File: src/rtl/keypad_scan.sv
// 4x4 matrix keypad scanner: column sequencer, row synchroniser,
// per-scan frame capture, multi-key rejection and scan-count debounce.
module keypad_scan #(
    parameter int SCAN_DIV       = 50000,
    parameter int DEBOUNCE_SCANS = 5
) (
    input  logic        clk,
    input  logic        rst_n,
    input  logic [3:0]  row_in,
    output logic [3:0]  col_out,
    output logic [15:0] onehot,
    output logic        key_strobe
);

    localparam int DIV_W = (SCAN_DIV > 1) ? $clog2(SCAN_DIV) : 1;
    localparam logic [DIV_W-1:0] DIV_LAST = DIV_W'(SCAN_DIV - 1);
    localparam logic [3:0] DB_MAX = 4'(DEBOUNCE_SCANS);

    typedef enum logic [1:0] {
        COL0,
        COL1,
        COL2,
        COL3
    } col_state_t;

    col_state_t       state;
    col_state_t       state_next;
    logic [DIV_W-1:0] div;
    logic [DIV_W-1:0] div_next;
    logic             sample;

    logic [3:0]  row_meta;
    logic [3:0]  row_s;
    logic [15:0] frame;
    logic [15:0] frame_next;
    logic        frame_done;

    logic [15:0] candidate;
    logic [15:0] cand_next;
    logic [3:0]  count;
    logic [3:0]  cnt_next;
    logic [15:0] eval_frame;
    logic        multi_key;
    logic        publish;

    assign sample = (div == DIV_LAST);

    always_ff @(posedge clk) begin
        if (!rst_n) begin
            state <= COL0;
            div   <= '0;
        end else begin
            state <= state_next;
            div   <= div_next;
        end
    end

    always_comb begin
        state_next = state;
        div_next   = div + 1'b1;
        col_out    = 4'b1110;
        if (sample) begin
            div_next = '0;
        end
        unique case (state)
            COL0: begin
                col_out = 4'b1110;
                if (sample) state_next = COL1;
            end
            COL1: begin
                col_out = 4'b1101;
                if (sample) state_next = COL2;
            end
            COL2: begin
                col_out = 4'b1011;
                if (sample) state_next = COL3;
            end
            COL3: begin
                col_out = 4'b0111;
                if (sample) state_next = COL0;
            end
            default: begin
                col_out    = 4'b1110;
                state_next = COL0;
            end
        endcase
    end

    // Each column's sample overwrites its own four frame bits (4r+c).
    always_comb begin
        frame_next = frame;
        if (sample) begin
            unique case (state)
                COL0: {frame_next[12], frame_next[8],
                       frame_next[4],  frame_next[0]}  = ~row_s;
                COL1: {frame_next[13], frame_next[9],
                       frame_next[5],  frame_next[1]}  = ~row_s;
                COL2: {frame_next[14], frame_next[10],
                       frame_next[6],  frame_next[2]}  = ~row_s;
                COL3: {frame_next[15], frame_next[11],
                       frame_next[7],  frame_next[3]}  = ~row_s;
                default: frame_next = frame;
            endcase
        end
    end

    always_ff @(posedge clk) begin
        if (!rst_n) begin
            row_meta   <= 4'b1111;
            row_s      <= 4'b1111;
            frame      <= '0;
            frame_done <= 1'b0;
        end else begin
            row_meta   <= row_in;
            row_s      <= row_meta;
            frame      <= frame_next;
            frame_done <= sample && (state == COL3);
        end
    end

    // Clearing the lowest set bit leaves a non-zero value iff 2+ keys.
    assign multi_key  = |(frame & (frame - 16'd1));
    assign eval_frame = multi_key ? 16'h0000 : frame;

    always_comb begin
        cand_next = candidate;
        cnt_next  = count;
        if (eval_frame == candidate) begin
            if (count != DB_MAX) cnt_next = count + 4'd1;
        end else begin
            cand_next = eval_frame;
            cnt_next  = 4'd1;
        end
    end

    assign publish = frame_done && (cnt_next == DB_MAX) &&
                     (cand_next != onehot);

    always_ff @(posedge clk) begin
        if (!rst_n) begin
            candidate  <= '0;
            count      <= '0;
            onehot     <= '0;
            key_strobe <= 1'b0;
        end else begin
            key_strobe <= 1'b0;
            if (frame_done) begin
                candidate <= cand_next;
                count     <= cnt_next;
            end
            if (publish) begin
                onehot     <= cand_next;
                key_strobe <= (cand_next != 16'h0000);
            end
        end
    end

endmodule
File: config.mk
export PLATFORM = sky130hd
export DESIGN_NAME = keypad_scan
export DESIGN_NICKNAME = d
export VERILOG_FILES = /design/src/rtl/keypad_scan.sv
export SDC_FILE = /design/constraint.sdc
export NUM_CORES = 1
export LEC_CHECK = 0
export ABC_AREA = 1
export ABC_CLOCK_PERIOD_IN_PS = 6900
export CORE_UTILIZATION = 63
export DETAILED_ROUTE_END_ITERATION = 7
export GPL_ROUTABILITY_DRIVEN = 0
export PLACE_DENSITY_LB_ADDON = 0.12
export SLEW_MARGIN = 30
export SYNTH_ARGS = -nofsm -noshare
export SYNTH_HDL_FRONTEND = slang
export SYNTH_SLANG_ARGS = --single-unit
File: constraint.sdc
create_clock -name clk -period 6.9 [get_ports clk]
set_input_delay 0.69 -clock clk [delete_from_list [all_inputs] [get_ports clk]]
set_output_delay 0.69 -clock clk [all_outputs]
set_load 0.05 [all_outputs]
**Yosys cells after proc, flatten, opt, wreduce, memory -nomap -nowiden**

Cells that the tools add are included.

- Bitwise gates (word level): 3
- Add/sub/neg operators: 3
- Equality and inequality tests: 12
- Muxes and demuxes: 10
- Reductions and logical operators: 13

Operators by type and width:

| operator | count |
|---|---|
| $mux W16 | 2 |
| $add A16 B1 Y16 const B | 1 |
| $and A16 B16 Y16 | 1 |
| $eq A16 B16 Y1 | 1 |
| $eq A16 B16 Y1 const B | 1 |
| $ne A16 B16 Y1 | 1 |
| $pmux W4 S4 | 1 |
| $reduce_bool A16 Y1 | 1 |
| $reduce_or A16 Y1 | 1 |
| $sub A16 B1 Y16 const B | 1 |
| $reduce_and A2 Y1 | 5 |
| $mux W2 | 4 |
| $mux W4 | 2 |
| $ne A2 B2 Y1 const B | 4 |
| $pmux W2 S4 | 1 |
| $add A4 B1 Y4 const B | 1 |
| $eq A2 B2 Y1 const B | 2 |
| $eq A4 B3 Y1 const B | 1 |
| $ne A4 B3 Y1 const B | 1 |
| $not A4 Y4 | 1 |
| $reduce_and A4 Y1 | 1 |
| $logic_and A1 B1 Y1 | 3 |
| $eq A2 B1 Y1 const B | 1 |
| $logic_not A2 Y1 | 1 |
| 2 further kinds | 2 |

- Flip-flop bits (word level): 80
- Word-level logic and storage cells: 54
- Output and inout port bits: 21

**Depth between registers and ports, before layout**

- Depth after elaboration: 10
- Depth in mapped cells: 22
- Mapped depth without buffers: 20

**Least setup slack after synthesis**

Ideal clock, no wire load.

- Path kind: reg-to-reg
- From: register frame[1]
- To: register onehot[10]
- Data arrival time: 2.431 ns
- Library setup time: 0.110 ns
- Path slack: 4.359 ns
- Required time: 6.790 ns
- Stages on the path, launching flop included: 21
- Cells stage by stage: dfxtp_1 -> nor2_4 -> nand2_2 -> nor2_4 -> nand2_1 -> nand2_1 -> nand3_2 -> nor2_4 -> buf_8 -> nand3_2 -> nand2_1 -> nand2_1 -> nor2_1 -> nand2_1 -> nor2_4 -> nand4_1 -> nor2_2 -> buf_4 -> nand3_1 -> nand2_1 -> nor2_1

- Word-level cells in the longest chain between the ends: 9
- Elaborated cells between the ends (all ways): 11

RTL lines:

| element | line | text |
|---|---|---|
| from (decl) | 34 | `logic [15:0] frame;` |
| from (signal assigned) | 116 | `frame <= frame_next;` |
| $sub A16 B1 Y16 | 122 | `assign multi_key = \|(frame & (frame - 16'd1));` |
| $and A16 B16 Y16 | 122 |  |
| $reduce_or A16 Y1 | 122 |  |
| $mux W16 (*) | 123 | `assign eval_frame = multi_key ? 16'h0000 : frame;` |
| $eq A16 B16 Y1 | 128 | `if (eval_frame == candidate) begin` |
| $mux W4 | 128 |  |
| $eq A4 B3 Y1 | 136 | `assign publish = frame_done && (cnt_next == DB_MAX) &&` |
| $logic_and A1 B1 Y1 (2 in a row) | 136 |  |
| to (signal assigned) | 152 | `onehot <= cand_next;` |
| to (decl) | 11 | `output logic [15:0] onehot,` |

Every way passes the cells marked *; elsewhere a longest branch is shown, timed or not.
A chain may end at the register's enable or synchronous reset.

**Worst setup path in the final report**

- From: register frame[3]
- To: register onehot[0]

Same word-level chain as after synthesis.

==> summary.log <==
[final_layout] number of diodes added for antenna fixing 0
[setup_path] R2R setup slack 3.08 ns
[place] PortBufs 26
[synthesis] number of standard cells after synthesis 632
[setup_path] worst setup path startpoint frame[3]
[clock_network] Clock Pin Slew Worst Setup and Hold Paths 0.09 ns
[floorplan] IO Pins 27
[final_layout] count of fill cells added during filler insertion 586
[detailed_routing] drt via density 5.46
[grt] global-route usage over all layers 28.7%
[floorplan] Site Rows 30
[detailed_routing] Residual DRC 0
[final_layout] leading cell type in the layout, fill and taps excluded nand2_1
[synthesis] Synthesis Warnings 0
[grt] number of antenna violations at the first check in global routing 0
[job] number of max-cap violations 0
[detailed_routing] residual antenna-violating net count after detailed routing 0
[grt] largest net degree at the start of global routing 45
[synthesis] count of cell types in the netlist 35
[detailed_routing] number of detailed-routing iterations run before antenna repair 5
[timing] setup repair after global routing missed its margin no
[synthesis] portion of synthesized cell area occupied by the leading cell type 36.6%
[floorplan] area of the core 6760 sq um
[final_layout] leading cell types in the layout, fill and taps excluded nand2_1 (127), inv_1 (94), dfxtp_1 (80)
[timing] Worst Setup Slack, final 3.08 ns
[timing] Fmax 262 MHz
[floorplan] Starting Density 64.8%
[clock_network] number of clock sinks seen by CTS 80
[power] Lkg Pwr 2.18 nW
[clock_network] cell chosen for the clock root clkbuf_8
[setup_path] critical-path maximum fanout 32
[floorplan] overall die area 7290 sq um
[setup_path] category of the worst setup path capture point register
[floorplan] height of the die 85.4 microns
[final_layout] share of final-layout standard cells stronger than drive strength 1 8.38%
[clock_network] # Post-CTS Setup Buffers 0
[setup_path] signal arrival time at the worst endpoint 4.12 ns
[setup_path] origin of the critical flop-to-flop path frame[3]
[detailed_routing] total length of routed wires 9.67 mm
[setup_path] R2R Path End onehot[0]
[synthesis] Avg Inst Size Synth 6.93 sq um
[synthesis] synthesized net count 648
[clock_network] maximum clock path buffer count 2
[status] run status complete, no violations
[hold_path] worst hold path stage count 1
[final_layout] layout overhead on the synthesized area 11.1%
[final_layout] nets@finish 667
[grt] vias in the first global route 3750
[timing] final clock period utilization by the worst path 55.3%
[hold_path] path class of the lowest-slack min-delay path register to register
[setup_path] CP Data Required Time 7.20 ns
[place] Post-DP HPWL 6.97 mm
[timing] final setup skew 0.0122 ns
[synthesis] largest area contributor in the netlist dfxtp_1
[grt] global route total overflow 0
[synthesis] netlist area before placement 4380 sq um
[final_layout] post-layout instance count excluding filler cells 736
[timing] endpoints failing hold 0
[setup_path] kind of start point of the critical path register
[place] total placed instance area 4650 sq um
[place] setup slack after placement 3.17 ns
[timing] number of max-slew violations in the final report 0
[place] Cell Count Post-Placement 720
[timing] number of setup violations in the final report 0
[power] Power Dens Cells 197 nW/um^2
[setup_path] WS Path Type register to register
[timing] hold slack 0.422 ns
[setup_path] number of cells on the worst reg-to-reg path 17
[clock_network] hold_buf cts 0
[clock_network] worst skew pair latency 0.36 ns
[timing] headroom to the max-slew limit 42.6%
[power] worst supply voltage drop on vdd 0.174 mV
[detailed_routing] DRC violation total after the first TritonRoute iteration 255
[synthesis] post-synthesis sequential area ratio 36.6%
[clock_network] TritonCTS clock tree yes
[timing] final worst path period need 3.82 ns
[clock_network] number of CTS-inserted buffers 9
[timing] slew at the pin with the worst max-slew slack 0.859 ns
[detailed_routing] per-cell routed wire length 13.1 microns
[clock_network] number of levels in the clock H-tree 3
[synthesis] post-synthesis register bit count 80
[timing] setup TNS 0 ns
[setup_path] Critical path destination onehot[0]
[clock_network] Resize count post-CTS 0
[detailed_routing] overall via count from detail_route 4015
[synthesis] Synth area leaders dfxtp_1 (37%), nand2_1 (11%), inv_1 (8.1%)
[grt] wire length of the first global-routing pass 16.6 mm
[floorplan] horizontal extent of the die 85.4 microns
[final_layout] final instance area 4870 sq um
==> layout make-up <==
class,instances,area [sq um],share of cell area (%)
clock buffers,10,128,2.62
repair buffers,28,275,5.66
clock inverters,6,93.8,1.93
multi-input cells,435,2300,47.4
well taps,80,100,2.06
flip-flops and latches,80,1600,32.9
inverters,97,364,7.48
==> through the flow <==
stage	total power, mW	utilization, %
after CTS	0.964	72.0
after global placement	0.583	68.8
after floorplan	0.556	-
final	0.960	72.0
after detailed placement	0.587	68.8
after global routing	0.992	72.0
==> power by group <==
group	leakage [nW]	switching (mW)	internal, mW
Combinational	1.43	0.0649	0.0345
Sequential	0.647	0.00778	0.469
Clock	0.107	0.178	0.206
Total	2.18	0.251	0.709
==> logic make-up after synthesis <==
group / Yosys count / share of synthesized area, %
DFF: 80 / 36.6
and+or+nand+nor: 309 / 34.2
xor gates and xnor gates: 18 / 3.60
buffers and inverters: 117 / 10.8
AOI/OAI and AO/OA: 97 / 11.7
adders and majority gates: 10 / 2.86
muxes: 1 / 0.229
==> per-layer routing <==
metal	wire [microns]	up-vias	track usage, %
li1	-	2071	-
met1	4490	1829	36.9
met2	4610	101	47.7
met3	422	14	6.61
met4	143	0	9.39
met5	0	-	0
==> cells in the mapped netlist <==
master,number
a211oi_1,1
a21oi_1,50
and3_1,1
buf_1,4
buf_2,1
buf_4,2
buf_6,2
buf_8,1
clkbuf_1,10
clkinv_1,2
dfxtp_1,80
ha_1,10
inv_1,94
inv_2,1
mux2i_1,1
nand2_1,127
nand2_2,1
nand3_1,30
nand3_2,14
nand3_4,1
nand4_1,32
nor2_1,68
nor2_2,4
nor2_4,6
nor3_1,7
nor3_2,1
nor3b_1,2
nor4_1,5
o21a_1,9
o21ai_0,35
o21ai_1,1
o21bai_1,1
or2_2,10
xnor2_1,1
xor2_1,17
==> sequential cells by signal (all words and copies together), names as in the netlist <==
signal      count
key_strobe      1
row_s           4
row_meta        4
candidate      16
frame          16
count           4
frame_done      1
onehot         16
state           2
div            16
==> worst max-delay path: stages (launching register included) <==
cell and delay (ns):
dfxtp_1 0.41, nor2_1 0.21, nand2_1 0.13, nand2_1 0.10, nand2_1 0.05, nor2_1 0.13
nand3_2 0.12, nor2_4 0.63, nand3_1 0.38, xor2_1 0.24, nor2_1 0.06, nand2_1 0.07
nor2_1 0.04, nand2_1 0.42, nand3_2 0.44, nand2_1 0.19, inv_1 0.05, nor2_1 0.08
==> worst min path at each step <==
stage	start	end	slack, ns
after floorplan	row_meta[0]	row_s[0]	0.39
after global placement	row_meta[2]	row_s[2]	0.39
after detailed placement	row_meta[0]	row_s[0]	0.40
after CTS	row_meta[0]	row_s[0]	0.42
after global routing	row_meta[1]	row_s[1]	0.44
final	row_meta[0]	row_s[0]	0.42
Power figures use the tool's default switching activity.
